$ cat config.mk
export PLATFORM = sky130hd
export DESIGN_NAME = button_event_scheduler_flat
export DESIGN_NICKNAME = d
export VERILOG_FILES = /design/src/rtl/button_event_scheduler_pkg.sv /design/src/rtl/button_event_scheduler_if.sv /design/src/rtl/button_event_scheduler_rr_arbiter.sv /design/src/rtl/button_event_scheduler.sv /design/src/flat_wrapper.sv
export SDC_FILE = /design/constraint.sdc
export NUM_CORES = 1
export LEC_CHECK = 0
export CORE_MARGIN = 10
export CORE_UTILIZATION = 35
export CTS_BUF_LIST = sky130_fd_sc_hd__clkbuf_16
export DETAILED_ROUTE_END_ITERATION = 6
export HOLD_SLACK_MARGIN = 0.02
export PLACE_DENSITY = 0.62
export SLEW_MARGIN = 0
export SYNTH_ARGS = -nofsm -noshare
export SYNTH_HDL_FRONTEND = slang
export SYNTH_SLANG_ARGS = --single-unit
export TNS_END_PERCENT = 20
$ cat constraint.sdc
create_clock -name clk_in -period 11.5 [get_ports clk_in]
set_clock_uncertainty 0.05 [all_clocks]
set_input_delay 2.875 -clock clk_in [delete_from_list [all_inputs] [get_ports clk_in]]
set_output_delay 2.875 -clock clk_in [all_outputs]
set_load 0.03 [all_outputs]
$ cat src/rtl/button_event_scheduler_pkg.sv
// Shared types and default timings for the button event scheduler.
// The event kind encoding travels with each event to the consumer.
package button_sched_pkg;

    typedef enum logic {EVT_PRESS = 1'b0, EVT_REPEAT = 1'b1} evt_kind_t;

    localparam int unsigned DEF_REPEAT_DELAY  = 50_000_000;
    localparam int unsigned DEF_REPEAT_PERIOD = 10_000_000;

    function automatic int unsigned max_u(input int unsigned a, input int unsigned b);
        return (a > b) ? a : b;
    endfunction

endpackage

$ cat src/rtl/button_event_scheduler_if.sv
// Button inputs and the event stream between the scheduler and its consumer.
// The slave side is the scheduler; the master side drives the buttons and ready.
interface button_event_scheduler_if #(parameter int FIELDS = 4);
    localparam int IW = $clog2(FIELDS);

    logic [FIELDS-1:0] pulses_in;
    logic [FIELDS-1:0] held_in;
    logic [FIELDS-1:0] mask_in;
    logic              evt_valid_out;
    logic              evt_ready_in;
    logic [IW-1:0]     evt_id_out;
    logic              evt_repeat_out;
    logic              dropped_out;

    modport master (
        output pulses_in, held_in, mask_in, evt_ready_in,
        input  evt_valid_out, evt_id_out, evt_repeat_out, dropped_out
    );

    modport slave (
        input  pulses_in, held_in, mask_in, evt_ready_in,
        output evt_valid_out, evt_id_out, evt_repeat_out, dropped_out
    );
endinterface

$ cat src/rtl/button_event_scheduler_rr_arbiter.sv
// Combinational round-robin picker: first request strictly after ptr, wrapping.
// The pointer register is owned by the caller.
module rr_arbiter #(
    parameter int N = 4,
    localparam int IW = $clog2(N)
) (
    input  logic [N-1:0]  req,
    input  logic [IW-1:0] ptr,
    input  logic          en,
    output logic          grant_valid,
    output logic [IW-1:0] grant_idx
);
    int            w_j;
    logic [IW-1:0] w_idx;

    // Scan farthest-first so the nearest requester after ptr is the last write.
    always_comb begin
        grant_valid = 1'b0;
        grant_idx   = '0;
        w_j         = 0;
        w_idx       = '0;
        for (int k = N; k >= 1; k--) begin
            w_j   = (int'(ptr) + k) % N;
            w_idx = IW'(w_j);
            if (en && req[w_idx]) begin
                grant_valid = 1'b1;
                grant_idx   = w_idx;
            end
        end
    end
endmodule

$ cat src/rtl/button_event_scheduler.sv
// Collects press pulses and auto-repeat events per button and serialises them
// round-robin onto one valid/ready event stream with a single output register.
module button_event_scheduler
    import button_sched_pkg::*;
#(
    parameter int          FIELDS        = 4,
    parameter int unsigned REPEAT_DELAY  = DEF_REPEAT_DELAY,
    parameter int unsigned REPEAT_PERIOD = DEF_REPEAT_PERIOD
) (
    input  logic                     clk_in,
    input  logic                     rst_in,
    button_event_scheduler_if.slave  bus
);
    localparam int          IW   = $clog2(FIELDS);
    localparam int unsigned CMAX = max_u(REPEAT_DELAY, REPEAT_PERIOD);
    localparam int          CW   = $clog2(CMAX + 1);

    logic [FIELDS-1:0] w_pend, w_kind, w_req, w_gnt, w_drop;
    logic              w_gv, w_load;
    logic [IW-1:0]     w_gidx;

    logic              r_valid, r_rep, r_drop;
    logic [IW-1:0]     r_id, r_ptr;

    assign w_load = !r_valid || bus.evt_ready_in;
    assign w_req  = w_pend & ~bus.mask_in;

    rr_arbiter #(.N(FIELDS)) u_arb (
        .req         (w_req),
        .ptr         (r_ptr),
        .en          (w_load),
        .grant_valid (w_gv),
        .grant_idx   (w_gidx)
    );

    for (genvar i = 0; i < FIELDS; i++) begin : g_field
        logic [CW-1:0] r_cnt;
        logic          r_phase, r_pend, r_kind;
        logic [CW-1:0] w_tgt;
        logic          w_act, w_hit;

        assign w_act     = bus.held_in[i] && !bus.mask_in[i];
        assign w_tgt     = r_phase ? CW'(REPEAT_PERIOD) : CW'(REPEAT_DELAY);
        assign w_hit     = (REPEAT_DELAY != 0) && w_act && (r_cnt == w_tgt - CW'(1));
        assign w_gnt[i]  = w_gv && (w_gidx == IW'(i));
        assign w_drop[i] = !bus.mask_in[i] && bus.pulses_in[i] && r_pend && !w_gnt[i];
        assign w_pend[i] = r_pend;
        assign w_kind[i] = r_kind;

        // Counter stops at target-1 and reloads, so it never wraps.
        always_ff @(posedge clk_in or posedge rst_in) begin
            if (rst_in) begin
                r_cnt   <= '0;
                r_phase <= 1'b0;
            end else if (!w_act || REPEAT_DELAY == 0) begin
                r_cnt   <= '0;
                r_phase <= 1'b0;
            end else if (w_hit) begin
                r_cnt   <= '0;
                r_phase <= 1'b1;
            end else begin
                r_cnt   <= r_cnt + CW'(1);
            end
        end

        // A press always wins over a repeat; a repeat onto a live pending bit is absorbed.
        always_ff @(posedge clk_in or posedge rst_in) begin
            if (rst_in) begin
                r_pend <= 1'b0;
                r_kind <= EVT_PRESS;
            end else if (bus.mask_in[i]) begin
                r_pend <= 1'b0;
            end else if (bus.pulses_in[i]) begin
                r_pend <= 1'b1;
                r_kind <= EVT_PRESS;
            end else if (w_hit) begin
                if (!r_pend || w_gnt[i]) begin
                    r_pend <= 1'b1;
                    r_kind <= EVT_REPEAT;
                end
            end else if (w_gnt[i]) begin
                r_pend <= 1'b0;
            end
        end
    end

    always_ff @(posedge clk_in or posedge rst_in) begin
        if (rst_in) begin
            r_valid <= 1'b0;
            r_id    <= '0;
            r_rep   <= 1'b0;
            r_ptr   <= IW'(FIELDS - 1);
            r_drop  <= 1'b0;
        end else begin
            r_drop <= |w_drop;
            if (w_load) begin
                r_valid <= w_gv;
                if (w_gv) begin
                    r_id  <= w_gidx;
                    r_rep <= w_kind[w_gidx];
                    r_ptr <= w_gidx;
                end
            end
        end
    end

    assign bus.evt_valid_out  = r_valid;
    assign bus.evt_id_out     = r_id;
    assign bus.evt_repeat_out = r_rep;
    assign bus.dropped_out    = r_drop;
endmodule

$ cat src/flat_wrapper.sv
// flat-port wrapper written by rule: the top's interface ports become plain ports
module button_event_scheduler_flat import button_sched_pkg::*;
#(
    parameter int          FIELDS        = 4,
    parameter int unsigned REPEAT_DELAY  = DEF_REPEAT_DELAY,
    parameter int unsigned REPEAT_PERIOD = DEF_REPEAT_PERIOD
)
  (clk_in, rst_in, bus_pulses_in, bus_held_in, bus_mask_in, bus_evt_ready_in, bus_evt_valid_out, bus_evt_id_out, bus_evt_repeat_out, bus_dropped_out);
  button_event_scheduler_if #(.FIELDS(FIELDS)) bus_i ();
  input  logic clk_in;
  input  logic rst_in;
  input wire logic [$bits(bus_i.pulses_in)-1:0] bus_pulses_in;
  input wire logic [$bits(bus_i.held_in)-1:0] bus_held_in;
  input wire logic [$bits(bus_i.mask_in)-1:0] bus_mask_in;
  input wire logic [$bits(bus_i.evt_ready_in)-1:0] bus_evt_ready_in;
  output wire logic [$bits(bus_i.evt_valid_out)-1:0] bus_evt_valid_out;
  output wire logic [$bits(bus_i.evt_id_out)-1:0] bus_evt_id_out;
  output wire logic [$bits(bus_i.evt_repeat_out)-1:0] bus_evt_repeat_out;
  output wire logic [$bits(bus_i.dropped_out)-1:0] bus_dropped_out;
  assign bus_i.pulses_in = bus_pulses_in;
  assign bus_i.held_in = bus_held_in;
  assign bus_i.mask_in = bus_mask_in;
  assign bus_i.evt_ready_in = bus_evt_ready_in;
  assign bus_evt_valid_out = bus_i.evt_valid_out;
  assign bus_evt_id_out = bus_i.evt_id_out;
  assign bus_evt_repeat_out = bus_i.evt_repeat_out;
  assign bus_dropped_out = bus_i.dropped_out;
  button_event_scheduler #(.FIELDS(FIELDS), .REPEAT_DELAY(REPEAT_DELAY), .REPEAT_PERIOD(REPEAT_PERIOD)) u_core (.clk_in(clk_in), .rst_in(rst_in), .bus(bus_i));
endmodule
==> After elaboration in Yosys (flattened, before gate mapping) <==
Cells that the tools add are included.
{ "totals": {"inputBits": 15, "register_bits": 123, "word_cells": 194, "output_inout_bits": 5} }
{ "op_classes": {"n_eq_ne": 15, "n_lt_le_gt_ge": 5, "addsub": 12, "n_bitwise": 6, "muxes": 66, "reduce_logical": 69} }
{ "ops": {"columns": ["cell", "n"], "rows": [
  ["$mux W26", 12],
  ["$add A26 B1 Y26 const B", 4],
  ["$eq A26 B26 Y1", 4],
  ["$sub A26 B1 Y26 const B", 4],
  ["$mux W1", 45],
  ["$logic_and A1 B1 Y1", 28],
  ["$ne A4 B4 Y1 const B", 4],
  ["$reduce_bool A2 Y1", 8],
  ["$reduce_bool A4 Y1", 4],
  ["$lt A2 B3 Y1 const B", 5],
  ["$logic_not A1 Y1", 13],
  ["$reduce_and A3 Y1", 4],
  ["$bmux W1 S2", 5],
  ["$reduce_and A2 Y1", 5],
  ["$mux W2", 4],
  ["$ne A2 B2 Y1 const B", 4],
  ["$logic_or A1 B1 Y1", 5],
  ["$add A2 B1 Y2 const B", 2],
  ["$add A2 B2 Y2 const B", 2],
  ["$and A4 B4 Y4", 1],
  ["$eq A2 B2 Y1 const B", 2],
  ["$not A1 Y1", 4],
  ["$not A4 Y4", 1],
  ["$reduce_or A4 Y1", 1],
  ["2 further kinds", 2]
]} }

==> Longest topological paths before layout <==
{ "logic_depth": {"ltp_word": 16, "ltp_mapped": 10, "mapped_depth_nobuf": 7} }

==> Cells and area by module <==
A second synthesis with hierarchy kept.
{ "hier_totals": {"cells_unflattened": 710, "area_unflattened_um2": 6941.7} }
{ "by_module_without_submodules": {"columns": ["mod", "cells_per_inst", "seq_area_each_um2", "area_per_inst_um2", "instances"], "rows": [
  ["button_event_scheduler", 692, 3080.5, 6807.8, 1],
  ["rr_arbiter", 18, 0.0, 133.9, 1]
]} }

==> Worst setup path after synthesis <==
OpenSTA, ideal clock, no wires.
{ "synth_timing": {"kind": "input port to flip-flop", "start": "input port bus_mask_in[0]", "end": "register u_core.g_field[2].r_kind", "n_path_buf": 1, "path_stages": 7, "required_time_ps": 11324, "arrival_time_ps": 4296, "path_slack_ps": 7028, "setup_time_ps": 126, "cell_sequence": "nor2b_1 > clkbuf_1 > mux2_2 > nor3_1 > o31a_1 > nor3_1 > o32a_1"} }
{ "synth_via": {"elab_chain_len": 14, "word_cells_on_any_way": 27, "classes_between": "eq/ne: 1; mux: 16; bitwise: 2; reduce/logical: 8"} }
{ "synth_rtl": {"columns": ["element", "line_no", "text"], "rows": [
  ["start: declaration", "flat_wrapper.sv:14", "input wire logic [$bits(bus_i.mask_in)-1:0] bus_mask_in;"],
  ["$not A4 Y4 *", "button_event_scheduler.sv:26", "assign w_req = w_pend & ~bus.mask_in;"],
  ["$and A4 B4 Y4 *", "button_event_scheduler.sv:26", null],
  ["$bmux W1 S2", "button_event_scheduler_rr_arbiter.sv:25", "if (en && req[w_idx]) begin"],
  ["$mux W1 (not written as such)", "button_event_scheduler_rr_arbiter.sv:25", null],
  ["$logic_and A1 B1 Y1", "button_event_scheduler_rr_arbiter.sv:25", null],
  ["$mux W2 (4 in series)", "button_event_scheduler_rr_arbiter.sv:25", null],
  ["$eq A2 B2 Y1", "button_event_scheduler.sv:45", "assign w_gnt[i] = w_gv && (w_gidx == IW'(i));"],
  ["$logic_and A1 B1 Y1 *", "button_event_scheduler.sv:45", null],
  ["$logic_or A1 B1 Y1 *", "button_event_scheduler.sv:77", "if (!r_pend || w_gnt[i]) begin"],
  ["$reduce_bool A2 Y1 (no line) *", null, null],
  ["$reduce_and A3 Y1 (no line) *", null, null],
  ["end signal: assignment", "button_event_scheduler.sv:70", "r_kind <= EVT_PRESS;"],
  ["end signal: assignment", "button_event_scheduler.sv:75", "r_kind <= EVT_PRESS;"],
  ["end signal: assignment", "button_event_scheduler.sv:79", "r_kind <= EVT_REPEAT;"],
  ["end: declaration", "button_event_scheduler.sv:38", "logic r_phase, r_pend, r_kind;"]
]} }
Every way passes the cells marked *; elsewhere a longest branch is shown, timed or not. The select of a mux whose other input is x is not followed.
A chain may end at the register's enable or synchronous reset.

==> Final worst setup path <==
{ "layout_timing": {"start": "input port bus_mask_in[0]", "end": "register u_core.g_field[0].r_pend"} }
{ "layout_via": {"elab_chain_len": 14, "word_cells_on_any_way": 34, "classes_between": "eq/ne: 1; mux: 19; bitwise: 2; reduce/logical: 12"} }
{ "layout_rtl": {"columns": ["element", "line_no", "text"], "rows": [
  ["$not A4 Y4", "button_event_scheduler.sv:26", null],
  ["$and A4 B4 Y4", "button_event_scheduler.sv:26", null],
  ["$bmux W1 S2", "button_event_scheduler_rr_arbiter.sv:25", null],
  ["$mux W1 (not written as such)", "button_event_scheduler_rr_arbiter.sv:25", null],
  ["$logic_and A1 B1 Y1", "button_event_scheduler_rr_arbiter.sv:25", null],
  ["$mux W2 (4 in series)", "button_event_scheduler_rr_arbiter.sv:25", null],
  ["$logic_not A2 Y1", "button_event_scheduler.sv:45", null],
  ["$logic_and A1 B1 Y1", "button_event_scheduler.sv:45", null],
  ["$logic_or A1 B1 Y1", "button_event_scheduler.sv:77", null],
  ["$ne A4 B4 Y1 (no line)", null, null],
  ["$reduce_and A2 Y1 (no line)", null, null],
  ["end signal: assignment", "button_event_scheduler.sv:74", "r_pend <= 1'b1;"],
  ["end signal: assignment", "button_event_scheduler.sv:78", "r_pend <= 1'b1;"],
  ["end signal: assignment", "button_event_scheduler.sv:82", "r_pend <= 1'b0;"],
  ["end: declaration", "button_event_scheduler.sv:38", null]
]} }
Parallel ways exist; a longest one is shown, timed or not. The select of a mux whose other input is x is not followed.

==> metrics.txt <==
status complete, no violations; ranking of synthesized cells by area dfrtp_1 48%, nor2_1 8.3%, xor2_1 8.0%; logic gate share of total power 11.3%; htree depth 4; Initial Util 35.47%; CTS tree built; Hold Crit Class register to register; Synth-to-Final Area Change 14.33%; f_max 0.2048 GHz; Routed WL 12.55 mm; R2R Path End u_core.g_field[0].r_cnt[22]; number of clock sinks 123; Placement Cell Area 0.006724 mm2; CP most frequent cell nor3_1; peak supply drop 0.1292 mV; CP required 11.74 ns; CP Max Fanout 8; nets@finish 712; mux contribution to synthesized area 0.4909%; Final Cell Area 0.007286 mm2; CP Cell Sequence clkdlybuf4s50_1, nor2b_1, mux2_2, nor3_1, o31ai_4, nor3_1, o311ai_0; FP Rows 49; Slew Limit Fails 0; core area 0.01796 mm2; Detailed Routing Iterations Pass 1 4; setup bufs post-CTS 0; most common cell in the netlist nor2_1; EDFF count, synth 0; stages on the worst setup path 7; Core Util, Final 40.56%; # fillers 1801; post-synth top area share 47.52%; Primary FF master, synth dfrtp_1; Final setup violation count 0; HP Start u_core.g_field[3].r_cnt[0]; R2R depth 6; clock buffer count from CTS 17; hold path endpoint u_core.g_field[3].r_cnt[0]; diode count 0; First DRT Iteration DRCs 259; Post-DRT Antenna Nets 0; WL per Instance 13.46 um; Yosys reg bits 123; worst reg2reg startpoint u_core.g_field[0].r_cnt[8]; Skew-Pair Late Insertion Delay 0.42 ns; crit path capture type register; CP delay by family, top compound AO/OA/AOI/OAI gates; post-synthesis xor/xnor area fraction 13.06%; GPL Wtd Cong 0.8109; data arrival time of the critical path 5.12 ns; RSZ-0062 raised after global routing false; crit-path max cell delay 0.51 ns; P_int 0.8284 mW; Hold Path Depth 1; Net Count, Synth 695; vias in the first global route 4596; post-route worst hold slack 0.4080 ns; Net Sw Frac 25.07%; wire length of the first global-routing pass 22.16 mm; Hold Violations, Final 0; Crit Path Class primary input to register; Buffers & Inverters on Critical Path 1; Synth async-reset ratio 100.0%; Max-Cap Viols 0; clock power share 46.6%; Clock Tree Root clkbuf_16; die footprint 0.02400 mm2; Tcrit/Tclk final 42.45%; top cell type by total area after synthesis dfrtp_1; Leak Pwr 2.969 nW; simple-gate portion of the synthesized area 28.86%; clock buffer depth 2; DRC viols 0; final worst-path setup slack 6.618 ns; Synth Area in Adders 0.7854%; io pins 20; CTS Hold Bufs 0; switching power 0.2772 mW; synthesized instance count 676; share of post-route cells with drive strength above 1 5.682%; TNS Setup 0 ns; sequential cell area fraction in the yosys report 48.34%; Post-Syn Area 0.006372 mm2; GRT Total Usage 11.13%; worst slack, placed 6.237 ns; Clk pin slew, worst setup/hold paths 0.05 ns; startpoint type of the worst setup path primary input; Worst Max-Slew Pin Slew 0.9656 ns; max_slew headroom 35.63%; Via-to-Cell Ratio 5.003; reg2reg setup slack 8.71 ns; Critical-path top delay cell nor2b_1; top post-synthesis cells by count 141 x nor2_1, 121 x dfrtp_1, 59 x nand2_1, 58 x xor2_1, 39 x nand3_1; minimum clock period 4.882 ns; die width 154.9 um; Buffers on Ports 19; grt total ovfl 0; height of the die 154.9 um; count of different cell masters after synthesis 66; largest family of logic cells by synthesized area simple AND/OR/NAND/NOR gates; Post-CTS Resized 0; yosys warns 0; Compound-Gate Fraction of Synth Area 5.458%; sequential power share 42.1%; PwrDens 151.7 mW/mm2; largest net degree at the start of global routing 65; DP Wirelength 8.403 mm; Syn Area/Cell 9.427 um2; via count 4668; antenna violations before repair 0
worst reg2reg max path, stage by stage, from the launching register on:
cell and delay [ns]:
dfrtp_1 0.43, nor4b_1 0.37, nand4_1 0.15, or4_1 0.51
a21oi_2 0.19, nand2b_1 0.77, nor2_1 0.15
logic make-up after synthesis:
logic type,count (synthesis)
compound gates,44
flops,123
simple gates,370
buf+inv,37
fa+ha+maj,4
mux,3
xor+xnor,95
layer usage:
metal	global-route usage, %	part of all wire (%)
met5	0	0
met4	4.318	1.3
met3	3.253	3.5
met2	16.90	46
met1	14.61	49
area by class of cell:
| cell class | count | area [um2] | area share, % |
|---|---|---|---|
| clock buffer | 17 | 425.4 | 5.839 |
| sequential | 123 | 3080 | 42.28 |
| inverter | 15 | 58.81 | 0.8071 |
| clock inverter | 13 | 136.4 | 1.872 |
| multi-input combinational | 516 | 3100 | 42.56 |
| timing repair buffer | 20 | 197.7 | 2.713 |
| tap | 229 | 286.5 | 3.933 |
metrics by stage:
stage / total power, mW / cells
finish: 1.106 / 933
global route: 1.154 / 933
CTS: 1.121 / 933
detailed placement: 0.6000 / 903
global placement: 0.6001 / 903
floorplan: 0.5599 / 676
state kept, by name (all words and copies together) (netlist names), 2 cells and up:
register                cells
u_core.bus.evt_id_out       2
u_core.g_field.r_cnt      104
u_core.g_field.r_kind       4
u_core.g_field.r_pend       4
u_core.g_field.r_phase      4
u_core.r_ptr                2
power by group through the flow:
stage / registers [mW] / logic, mW / clock network, mW
2_1_floorplan: 0.479 / 0.0809 / 0
3_3_place_gp: 0.474 / 0.126 / 0
3_5_place_dp: 0.474 / 0.127 / 0
4_1_cts: 0.466 / 0.127 / 0.527
5_1_grt: 0.469 / 0.139 / 0.547
6_report: 0.466 / 0.125 / 0.515
cells in the final DEF, fill, tap and decap left out, types with 3 or more instances in the layout:
cell type / count
bufinv_16: 3
nand2b_1: 11
nor4bb_1: 3
dfrtp_1: 121
nand3_1: 39
nor3_1: 13
xor2_1: 58
clkbuf_16: 17
o32a_1: 3
and3_1: 26
clkinv_1: 3
a211oi_1: 3
clkdlybuf4s50_1: 19
o22ai_1: 3
nor4_1: 6
a21oi_1: 4
nor2b_1: 10
nor3b_1: 4
a31oi_1: 4
and4_1: 8
and2_1: 5
o21ai_0: 4
nor2_1: 141
nand2_1: 59
nand4_1: 24
inv_1: 16
xnor2_1: 37
ha_1: 4
clkinv_2: 4
worst max-delay path by stage:
stage,startpoint,to,slack (ns)
after floorplan,rst_in,u_core.bus.dropped_out,5.31
after global placement,bus_mask_in[0],u_core.g_field[0].r_kind,6.28
after detailed placement,bus_mask_in[0],u_core.g_field[0].r_pend,6.24
after CTS,bus_mask_in[0],u_core.g_field[0].r_pend,6.61
after global routing,bus_mask_in[0],u_core.g_field[0].r_pend,6.38
final,bus_mask_in[0],u_core.g_field[0].r_pend,6.62
Power figures use the tool's default switching activity.
